===== src/rtl/viterbi_channel_harness.sv =====
// Channel stage between convolutional encoder and Viterbi decoder: injects code word
// errors in one of four modes and scores decoded bits against a FIFO of reference bits.
module viterbi_channel_harness #(
   parameter int          W      = 2,
   parameter int          N      = 3,
   parameter int          WINDOW = 256,
   parameter int          DEPTH  = 64,
   parameter logic [15:0] SEED   = 16'hACE1
) (
   input  logic         clk,
   input  logic         rst,
   input  logic [1:0]   mode_i,
   input  logic [W-1:0] err_mask_i,
   input  logic [7:0]   ber_thresh_i,
   input  logic         valid_i,
   input  logic [W-1:0] data_i,
   input  logic         ref_bit_i,
   output logic         valid_o,
   output logic [W-1:0] data_o,
   input  logic         dec_valid_i,
   input  logic         dec_bit_i,
   output logic [15:0]  word_count_o,
   output logic [15:0]  inj_count_o,
   output logic [15:0]  dec_err_count_o,
   output logic         overflow_o,
   output logic         underflow_o,
   output logic         done_o
);

   localparam int          AW       = $clog2(DEPTH);
   localparam logic [16:0] WINDOW_L = 17'(WINDOW);
   localparam logic [AW:0] DEPTH_L  = (AW + 1)'(DEPTH);

   logic [15:0]   lfsr;
   logic [15:0]   lfsr_nxt;
   logic          fifo_mem [DEPTH];
   logic [AW-1:0] wr_ptr;
   logic [AW-1:0] rd_ptr;
   logic [AW:0]   fifo_cnt;
   logic [AW:0]   cnt_nxt;

   logic          inject;
   logic          in_window;
   logic          fifo_empty;
   logic          fifo_full;
   logic          do_push;
   logic          do_pop;
   logic          mismatch;
   logic [15:0]   word_nxt;
   logic [15:0]   inj_nxt;
   logic [15:0]   err_nxt;
   logic [16:0]   inj_sum;

   function automatic logic [15:0] popcount(input logic [W-1:0] v);
      logic [15:0] c;
      c = '0;
      for (int i = 0; i < W; i++) begin
         c = c + 16'(v[i]);
      end
      return c;
   endfunction

   // Injection decision uses the pre-increment word count and the pre-advance LFSR.
   always_comb begin
      inject    = 1'b0;
      in_window = ({1'b0, word_count_o} < WINDOW_L);
      case (mode_i)
         2'd1:    inject = in_window && (word_count_o[N-1:0] == {N{1'b1}});
         2'd2:    inject = in_window && word_count_o[N];
         2'd3:    inject = (lfsr[7:0] < ber_thresh_i);
         default: inject = 1'b0;
      endcase
   end

   always_comb begin
      lfsr_nxt   = {lfsr[14:0], lfsr[15] ^ lfsr[13] ^ lfsr[12] ^ lfsr[10]};
      fifo_empty = (fifo_cnt == '0);
      fifo_full  = (fifo_cnt == DEPTH_L);
      do_pop     = dec_valid_i && !fifo_empty;
      do_push    = valid_i && (!fifo_full || do_pop);
      mismatch   = do_pop && (fifo_mem[rd_ptr] != dec_bit_i);

      cnt_nxt = fifo_cnt;
      if (do_push && !do_pop) begin
         cnt_nxt = fifo_cnt + 1'b1;
      end else if (do_pop && !do_push) begin
         cnt_nxt = fifo_cnt - 1'b1;
      end

      word_nxt = word_count_o;
      if (valid_i && (word_count_o != 16'hFFFF)) begin
         word_nxt = word_count_o + 16'd1;
      end

      inj_sum = {1'b0, inj_count_o} + {1'b0, popcount(err_mask_i)};
      inj_nxt = inj_count_o;
      if (valid_i && inject) begin
         inj_nxt = inj_sum[16] ? 16'hFFFF : inj_sum[15:0];
      end

      err_nxt = dec_err_count_o;
      if (mismatch && (dec_err_count_o != 16'hFFFF)) begin
         err_nxt = dec_err_count_o + 16'd1;
      end
   end

   always_ff @(posedge clk) begin
      if (rst) begin
         lfsr            <= SEED;
         valid_o         <= 1'b0;
         data_o          <= '0;
         word_count_o    <= '0;
         inj_count_o     <= '0;
         dec_err_count_o <= '0;
         overflow_o      <= 1'b0;
         underflow_o     <= 1'b0;
         done_o          <= 1'b0;
         wr_ptr          <= '0;
         rd_ptr          <= '0;
         fifo_cnt        <= '0;
      end else begin
         valid_o         <= valid_i;
         data_o          <= data_i ^ ((valid_i && inject) ? err_mask_i : '0);
         word_count_o    <= word_nxt;
         inj_count_o     <= inj_nxt;
         dec_err_count_o <= err_nxt;
         fifo_cnt        <= cnt_nxt;
         done_o          <= ({1'b0, word_nxt} >= WINDOW_L) && (cnt_nxt == '0);
         if (valid_i) begin
            lfsr <= lfsr_nxt;
         end
         if (do_push) begin
            wr_ptr <= wr_ptr + 1'b1;
         end
         if (do_pop) begin
            rd_ptr <= rd_ptr + 1'b1;
         end
         if (valid_i && fifo_full && !do_pop) begin
            overflow_o <= 1'b1;
         end
         if (dec_valid_i && fifo_empty) begin
            underflow_o <= 1'b1;
         end
      end
   end

   // Storage carries no reset; the pointers and occupancy define its contents.
   always_ff @(posedge clk) begin
      if (!rst && do_push) begin
         fifo_mem[wr_ptr] <= ref_bit_i;
      end
   end

endmodule


===== config.mk =====
export PLATFORM = sky130hd
export DESIGN_NAME = viterbi_channel_harness
export DESIGN_NICKNAME = d
export VERILOG_FILES = /design/src/rtl/viterbi_channel_harness.sv
export SDC_FILE = /design/constraint.sdc
export NUM_CORES = 1
export LEC_CHECK = 0
export BUFFER_PORTS_ARGS = -buffer_cell sky130_fd_sc_hd__buf_2
export CAP_MARGIN = 10
export CORE_AREA = 2 2 162 164
export DETAILED_ROUTE_END_ITERATION = 16
export DIE_AREA = 0 0 164 166
export PLACE_DENSITY = 0.54
export SYNTH_ARGS = -nofsm -noshare
export SYNTH_HDL_FRONTEND = slang
export SYNTH_SLANG_ARGS = --single-unit

===== constraint.sdc =====
create_clock -name clk -period 2.9 [get_ports clk]
set_input_delay 0.435 -clock clk [delete_from_list [all_inputs] [get_ports clk]]
set_output_delay 0.435 -clock clk [all_outputs]
set_load 0.02 [all_outputs]

== Word-level counts from Yosys, hierarchy flattened ==
Memory sizes are Yosys's and may differ from the RTL's. A register that Yosys moved wholly into a read port is not among the register bits.
Cells that the tools add are included.
Word-level totals
  word-level logic and storage cells: 69
  bits in writable memories: 64
  output and inout bits: 54
  bits in registers: 89
  memories kept: 1
Memory list
  fifo_mem: words 64, width 1, read ports 1, clocked after Yosys merged registers in 1, write ports 1, line 36  | logic fifo_mem [DEPTH];
Cells by class
  order comparisons: 3
  bitwise logic cells: 4
  mux-type cells: 10
  reductions and logical operators: 23
  $add $sub $neg: 8
  equality and inequality tests: 8
Operators by type and width (count)
  16-bit by 1-bit adder with 16-bit output, second input constant: 2
  16-bit two-way mux: 2
  16-bit inequality test, second input constant: 2
  16-bit by 2-bit adder with 17-bit output: 1
  16-bit by 9-bit >= comparator with 1-bit output, second input constant: 1
  16-bit by 9-bit < comparator with 1-bit output, second input constant: 1
  1-bit logical AND: 15
  7-bit logical NOT: 2
  7-bit two-way mux: 2
  6-bit by 1-bit adder with 6-bit output, second input constant: 2
  6-bit two-way mux: 2
  8-bit < comparator: 1
  7-bit by 1-bit adder with 7-bit output, second input constant: 1
  7-bit == test, second input constant: 1
  7-bit by 1-bit subtractor with 7-bit output, second input constant: 1
  1-bit logical NOT: 5
  2-bit == test, second input constant: 2
  3-bit == test, second input constant: 1
  1-bit one-hot mux with 3 select lines: 1
  1-bit bitwise XOR: 3
  1-bit by 1-bit adder with 2-bit output: 1
  2-bit by 1-bit == test with 1-bit output, second input constant: 1
  1-bit two-way mux: 2
  2-bit two-way mux: 1
  3 further kinds: 3

== Longest topological paths before layout ==
  depth after elaboration: 11
  gate-level depth with buffers: 11
  depth with buffers taken out: 10

== Worst setup path after synthesis ==
OpenSTA, ideal clock, no wires.
  path type: reg2reg
  start: register dec_err_count_o[3]
  end: register dec_err_count_o[1]
  arrival time: 2.436 ns
  data required time: 2.772 ns
  library setup time: 0.128 ns
  path buffers: 1
  cell stages (with the launch flop): 10
  slack: 0.336 ns
  cell sequence: dfxtp_1 and4_1 nand4_1 or4_1 nand3_1 a21oi_2 nor2_2 buf_2 mux2i_1 nor2_1
On the way
  word-level cells in the longest chain between the ends: 2
Ends and longest elaborated chain
  start: declaration: line 24  | output logic [15:0] dec_err_count_o,
  start signal: assignment: line 126  | dec_err_count_o <= err_nxt;
  16-bit inequality test: line 102  | if (mismatch && (dec_err_count_o != 16'hFFFF)) begin
  1-bit logical AND: line 102
Every way passes these cells.
A chain may end at the register's enable or synchronous reset.

==> flow_summary.ini <==
[finish]
most-common-layout-cells = nor2_1, dfxtp_1, buf_2
area_growth_pct = 17.86
post-route-util_pct = 34.68
final_common_cell = nor2_1
drive_above_1_share_pct = 16.63
antenna_cells = 0
nNetsFinal = 862

[placement]
io_buffer_count = 73
dp_hpwl_um = 11640
finalWeightedCongestion = 0.7723
pre_cts_slack_ps = 236.0

[sta]
slew_violations = 0
finalHoldViolations = 0
worst_pin_slew_ps = 967.6
tns_ps = 0
period_share_pct = 93.58
hold_ws_ps = 242.1
layout_min_cycle_time_ps = 2714
fmax_mhz = 368.5
postLayoutSetupSlackWorst_ps = 186.1
finalSetupViolations = 0
skew_ps = 16.95
rsz0062_at_grt = false
slew_headroom_pct = 35.50

[yosys]
syn_area_per_cell_sq_um = 10.11
synth_nets = 785
synth-edff-count = 64
synth_cells = 746
synth-seq-area-share_pct = 50.72
yosys.area.top_type = edfxtp_1
yosysTopAreaCellShare_pct = 25.49
ys_top_cells_by_area = edfxtp_1, dfxtp_1, nor2_1
synthFlopType = dfxtp_1
ys_async_sr_fraction_pct = 0
ys_warn_count = 0
ys_ff_latch = 159
syn-cell-area_sq_um = 7538
synth_cell_types = 69

[worst_setup_path]
start_kind = register
critPathMaxFanout = 27
critPathCaptureType = register
regToRegSetupSlack_ps = 190
path_class = reg2reg
arrival_ps = 3030
r2r_cells = 10
cp_data_required_time_ps = 3210
timing.rr.end = dec_err_count_o[15]

[clock_network]
cts_made_buffers = 17
cts.reportedPaths.clkPinSlew_ps = 70
cts-root-buf = clkbuf_16
clkSinkCount = 159
htreeDepth = 4
cts_buffer_depth = 2
clk_latency_ps = 430
tritoncts = done

[worst_hold_path]
hp-class = in2reg
holdPathStages = 2
min_from = rst
whs_endpoint = valid_o

[grt]
grt_max_degree = 65
grt_antenna_before_repair = 1
grt_pass1_vias = 5378
grt_use_total_pct = 12.87
grt_pass1_wl_um = 27930
grt_overflow = 0

[route]
drc_errors = 0
ant_nets = 0
routed_wl_um = 16550
vias = 5615
dr.first_iter.drc_count = 360
first_pass_iters = 4
vias_per_cell = 4.795
routedWlPerCell_um = 14.13

[die]
num_rows = 59
dieArea_sq_um = 27220
die_y_um = 166
num_io_pins = 74
initial_core_util_pct = 29.43
core-area_sq_um = 25620
die_width_um = 164

[power]
power.density_nw_per_um2 = 636.5
power_leakage_nw = 3.231
vdd_ir_drop_max_mv = 0.3995

[run_status]
status = finished, final reports clean

[flow_run]
drv_cap = 0
## worst max-delay path, cell delays in order, from the launching register on
cell and delay (ps):
dfxtp_1 310, buf_4 170, mux4_2 340, nor2_1 40, nor4b_1 440, and4b_1 270
nor3_2 180, nor2_2 70, buf_12 160, nor4_1 270, mux2_1 350
## what timing repair did
action                     CTS  global route
buffers inserted             0             2
hold buffers                 0             0
setup endpoints to repair    0             8
gates resized for setup      0             1
## power breakdown
part,leakage [nW],switching [mW],internal (mW)
combinational,1.60,0.540,0.456
clock,0.278,0.970,1.16
sequential,1.35,0.109,2.42
total,3.23,1.62,4.04
## how the worst max path moves through the flow
stage	from	end	slack (ps)	cells after the start
6_report	register	dec_err_count_o[15]	190	10
3_3_place_gp	ber_thresh_i[5]	inj_count_o[6]	260	10
4_1_cts	register	dec_err_count_o[15]	220	10
5_1_grt	fifo_cnt[1]	fifo_mem[54]	20	9
3_5_place_dp	register	dec_err_count_o[15]	240	10
2_1_floorplan	dec_err_count_o[3]	dec_err_count_o[1]	340	9
## per-stage QoR
stage | power [mW] | instances | cell area [sq um]
after floorplan | 3.269 | 746 | 7538
after global placement | 3.555 | 1137 | 8315
after detailed placement | 3.560 | 1137 | 8315
after CTS | 5.697 | 1169 | 8869
after global routing | 5.941 | 1171 | 8885
final | 5.655 | 1171 | 8885
## cells by family (layout without fill, tap and decap cells)
family | after synthesis | in the layout | share of synthesized area (%)
xor+xnor | 37 | 37 | 4.299
simple gates | 311 | 311 | 20.28
flops | 159 | 159 | 50.72
fa+ha+maj | 19 | 19 | 3.253
compound gates | 106 | 106 | 9.096
buf+inv | 65 | 155 | 3.718
mux | 49 | 49 | 8.631
## cell usage after synthesis, drive strengths merged (9+ instances only)
cell      n
ha       18
clkbuf   23
a21oi    30
nand3    38
nor2    128
inv      30
buf      12
mux4     10
or3       9
nand2    48
nor3     12
edfxtp   64
dfxtp    95
mux2i    35
xnor2    24
o21ai    23
xor2     13
a211oi    9
nand4    12
## layout make-up
cell class	count	area, sq um
sequential	159	3825
clock inverter	14	102.6
clock buffer	18	450.4
multi-input combinational	522	3435
inverter	30	112.6
timing repair buffer	93	540.5
tap	335	419.2
fill	2593	16730
## layer usage
| layer | vias to the layer above | global-route usage [%] | part of all wire (%) |
|---|---|---|---|
| li1 | 2837 | - | - |
| met4 | 2 | 3.547 | 0.92 |
| met2 | 78 | 19.86 | 45 |
| met1 | 2688 | 17.63 | 50 |
| met3 | 10 | 3.621 | 4.0 |
| met5 | - | 0 | 0.079 |
## registers in the layout, indices dropped and copies added (netlist names), named ones only
register	cells
lfsr	16
word_count_o	16
inj_count_o	16
data_o	2
rd_ptr	6
wr_ptr	6
done_o	1
fifo_mem	64
fifo_cnt	7
valid_o	1
dec_err_count_o	16
underflow_o	1
overflow_o	1
Power figures use the tool's default switching activity.
